$ cat config.mk
export PLATFORM = sky130hd
export DESIGN_NAME = cdb_register_status
export DESIGN_NICKNAME = d
export VERILOG_FILES = /design/src/rtl/cdb_register_status.sv
export SDC_FILE = /design/constraint.sdc
export NUM_CORES = 1
export LEC_CHECK = 0
export ABC_CLOCK_PERIOD_IN_PS = 4000
export CORE_MARGIN = 2
export CORE_UTILIZATION = 48
export CTS_CLUSTER_SIZE = 8
export DETAILED_ROUTE_END_ITERATION = 16
export MAX_ROUTING_LAYER = met4
export PLACE_DENSITY = 0.84
export SLEW_MARGIN = 15
export SYNTH_ARGS = -nofsm -noshare
export SYNTH_HDL_FRONTEND = slang
export SYNTH_SLANG_ARGS = --single-unit
$ cat constraint.sdc
create_clock -name clock -period 4 [get_ports clock]
set_input_delay 0.4 -clock clock [delete_from_list [all_inputs] [get_ports clock]]
set_output_delay 0.4 -clock clock [all_outputs]
set_load 0.1 [all_outputs]
$ cat src/rtl/cdb_register_status.sv
// cdb_register_status: register file with producer-tag status table snooping the CDB and forwarding to two source lookups
module cdb_register_status #(
  parameter int DATA_W = 10,
  parameter int CNT_W = 8,
  parameter logic [DATA_W-1:0] R0_INIT = '0,
  parameter logic [DATA_W-1:0] R1_INIT = '0,
  parameter logic [DATA_W-1:0] R2_INIT = '0
) (
  input  logic              clock,
  input  logic              reset,
  input  logic              issue_valid,
  input  logic [2:0]        issue_rd,
  input  logic [2:0]        issue_tag,
  input  logic [15:0]       cdb,
  input  logic [2:0]        src_a_idx,
  input  logic [2:0]        src_b_idx,
  output logic [DATA_W-1:0] src_a_value,
  output logic              src_a_ready,
  output logic [2:0]        src_a_tag,
  output logic [DATA_W-1:0] src_b_value,
  output logic              src_b_ready,
  output logic [2:0]        src_b_tag,
  output logic [DATA_W-1:0] R0_output,
  output logic [DATA_W-1:0] R1_output,
  output logic [DATA_W-1:0] R2_output,
  output logic [2:0]        busy,
  output logic [CNT_W-1:0]  commit_count,
  output logic [CNT_W-1:0]  stale_count
);
  logic [DATA_W-1:0] val [3];
  logic [2:0] tag_q [3];
  logic [2:0] cdb_tag, flag, cm, st, iss;
  logic [CNT_W-1:0] n_cm, n_st;
  logic va, vb;
  logic [1:0] ai, bi;
  logic [DATA_W-1:0] cdb_data;
  assign cdb_tag = {cdb[10], cdb[12:11]};
  assign cdb_data = cdb[DATA_W-1:0];
  for (genvar i = 0; i < 3; i++) begin : g_reg
    assign flag[i] = cdb[15-i];
    assign cm[i] = flag[i] && busy[i] && tag_q[i] == cdb_tag;
    assign st[i] = flag[i] && !cm[i];
    assign iss[i] = issue_valid && issue_rd == 3'(i);
  end
  assign n_cm = CNT_W'(cm[0]) + CNT_W'(cm[1]) + CNT_W'(cm[2]);
  assign n_st = CNT_W'(st[0]) + CNT_W'(st[1]) + CNT_W'(st[2]);
  always_ff @(posedge clock) begin
    if (!reset) begin
      val[0] <= R0_INIT;
      val[1] <= R1_INIT;
      val[2] <= R2_INIT;
      for (int i = 0; i < 3; i++) tag_q[i] <= '0;
      busy <= '0;
      commit_count <= '0;
      stale_count <= '0;
    end else begin
      for (int i = 0; i < 3; i++) begin
        if (cm[i]) begin
          val[i] <= cdb_data;
          busy[i] <= 1'b0;
        end
        if (iss[i]) begin
          busy[i] <= 1'b1;
          tag_q[i] <= issue_tag;
        end
      end
      commit_count <= commit_count + n_cm;
      stale_count <= stale_count + n_st;
    end
  end
  assign R0_output = val[0];
  assign R1_output = val[1];
  assign R2_output = val[2];
  assign va = src_a_idx < 3'd3;
  assign vb = src_b_idx < 3'd3;
  assign ai = va ? src_a_idx[1:0] : 2'd0;
  assign bi = vb ? src_b_idx[1:0] : 2'd0;
  assign src_a_ready = !(va && busy[ai] && !cm[ai]);
  assign src_a_tag = src_a_ready ? 3'd0 : tag_q[ai];
  assign src_a_value = !va ? '0 : cm[ai] ? cdb_data : val[ai];
  assign src_b_ready = !(vb && busy[bi] && !cm[bi]);
  assign src_b_tag = src_b_ready ? 3'd0 : tag_q[bi];
  assign src_b_value = !vb ? '0 : cm[bi] ? cdb_data : val[bi];
endmodule

==> results_dict.tcl <==
set metrics [dict create \
    fin_crit_ps 3520 \
    hold_class "reg -> reg" \
    cts_tree "done" \
    cp_data_required_time_ps 3600 \
    top_layer_used "met4" \
    area_growth_pct 45.8 \
    cts_root_buf "clkbuf_8" \
    synth_cell_type_count 46 \
    drcViolationCount 0 \
    setup_violations 0 \
    async_flop_share_pct 0 \
    vias 3641 \
    ys_ff_latch 58 \
    finalClockSkew_ps 8.45 \
    path_clk_slew_ps 60 \
    wl_met2_um 5930 \
    dp_slack_ps 299 \
    drive_gt1_share_pct 18.6 \
    reg2reg_depth 12 \
    ctsResizeCount 0 \
    synthTopCellsByArea "edfxtp_1, dfxtp_1, mux2i_1" \
    port_buffers 107 \
    grt_setup_unrepaired "no" \
    drt_wl_total_um 11900 \
    critPathKind "in -> out" \
    synth_area_sq_um 3780 \
    synth_area_per_cell_sq_um 9.40 \
    gp_congestion 0.925 \
    ios 108 \
    grt_max_degree 51 \
    worstPathMaxFanout 10 \
    ys_seq_area_share_pct 41.0 \
    post-dp-hpwl_um 8650 \
    drt_pass1_iterations 5 \
    fin_ws_ps 479 \
    dpl_cell_area_sq_um 5340 \
    fillers 547 \
    hold_violations 0 \
    synth_edf_count 39 \
    synthFlopType "edfxtp_1" \
    cts_buffers 9 \
    drt-met1-wl_um 4760 \
    insertion_delay_ps 340 \
    synthCells 402 \
    cts_sinks 58 \
    yosys_warnings 0 \
    post-synth-top-count-cell "edfxtp_1" \
    track_usage_pct 29.0 \
    synth_top_area_share_pct 31.0 \
    dieArea_sq_um 8600 \
    antennaDiodeCount 0 \
    post_drt_wl_per_cell_um 19.4 \
    syn_nets 441 \
    start_kind "primary input" \
    max_freq_mhz 284 \
    ir_worst_vdd_uv 357 \
    cap_violations 0 \
    grt.overflow.total 0 \
    tightest_slew_ps 1010 \
    fin_area_sq_um 5510 \
    endpoint_kind "output pin" \
    fin_util_pct 71.7 \
    antenna_left 0 \
    route.met3.wl_um 862 \
    die_y_um 92.7 \
    hold_ws_ps 533 \
    core_area_sq_um 7690 \
    dieWidth_um 92.7 \
    antenna_found_initial 0 \
    timing.final.crit_share_pct 88.0 \
    viasPerCell 5.94 \
    maxSlewViolCount 0 \
    power_density_nw_per_um2 349 \
    status "finished clean" \
    grt_pass1_wl_um 18600 \
    p_leak_nw 2.02 \
    rows 32 \
    first_global_vias 3664 \
    power_w 0.00193 \
    holdPathStages 2 \
    cts_hold_buffers 0 \
    crit_arrival_ps 3120 \
    layout.nets 545 \
    htreeDepth 3 \
    initial_core_util_pct 49.2 \
    drt_iter0_drc 217 \
    cts_setup_buffers 0 \
    synth_top_area_cell "edfxtp_1" \
    synth_commonest_cells "edfxtp_1, nand2_1, o22ai_1, nor2_1, mux2i_1" \
    clk_path_buf_depth 2 \
    maxSlewHeadroom_pct 32.7 \
]
## metrics by stage
step / setup TNS [ps] / cells
after floorplan: -2170 / 402
after global placement: 0 / 597
after detailed placement: 0 / 597
after CTS: 0 / 613
after global routing: 0 / 613
final: 0 / 613
## sequential cells by signal, indices dropped and copies added, names as in the netlist
| register | count |
|---|---|
| busy | 3 |
| stale_count | 8 |
| tag_q | 9 |
| val | 30 |
| commit_count | 8 |
## placed cells by master, fill, tap and decap left out, types with 16 or more instances in the layout
cell type / Yosys / final
edfxtp_1: 39 / 39
buf_12: 0 / 29
nor2b_1: 16 / 16
dfxtp_1: 19 / 19
nor2_1: 27 / 27
nand2_1: 37 / 37
mux2i_2: 0 / 20
clkdlybuf4s50_1: 0 / 79
o22ai_1: 29 / 29
nand4_1: 16 / 16
## worst max-delay path: stages
cell and delay [ps]:
clkdlybuf4s50_1 490, xor2_1 190, or4_1 660, buf_4 230
a211oi_4 390, buf_12 220, mux2i_2 320, buf_12 220
## routing by layer
| metal | track usage (%) | vias to the layer above |
|---|---|---|
| met2 | 48.7 | 174 |
| met5 | - | - |
| met1 | 34.2 | 1756 |
| met3 | 4.64 | 37 |
| li1 | - | 1674 |
| met4 | 13.7 | 0 |
## cell type report
type	count	area (sq um)	area share, %
multi-input combinational	302	2140	38.9
timing repair buffer	120	1460	26.5
sequential	58	1550	28.1
tap	102	128	2.32
inverter	15	56.3	1.02
clock buffer	12	155	2.81
clock inverter	4	17.5	0.318
## logic make-up after synthesis
group / after synthesis / synth area share [%]
flip-flops: 58 / 41.0
adder cells (fa/ha/maj): 8 / 3.44
buffers and inverters: 42 / 4.90
AO/OA/AOI/OAI: 86 / 16.0
XOR/XNOR: 21 / 4.87
AND/OR/NAND/NOR: 165 / 23.9
multiplexers: 22 / 5.83
## report_power, final
part / switching [W] / internal [W] / total (W) / leakage [nW]
Combinational: 0.000503 / 0.000245 / 0.000747 / 1.38
Clock: 0.000220 / 0.000252 / 0.000472 / 0.0912
Sequential: 0.0000356 / 0.000670 / 0.000706 / 0.550
Total: 0.000758 / 0.00117 / 0.00193 / 2.02
## final timing paths
kind | start | end | slack [ps]
worst max-delay path | cdb[11] | src_b_value[7] | 480
worst min register to register | commit_count[7]$_SDFF_PN0_ | commit_count[7]$_SDFF_PN0_ | 530
worst max register to register | tag_q[0][1]$_DFFE_PP_ | stale_count[6]$_SDFF_PN0_ | 740
worst min-delay path | commit_count[7]$_SDFF_PN0_ | commit_count[7]$_SDFF_PN0_ | 530
Note: power is estimated with default switching activity, not from simulation.
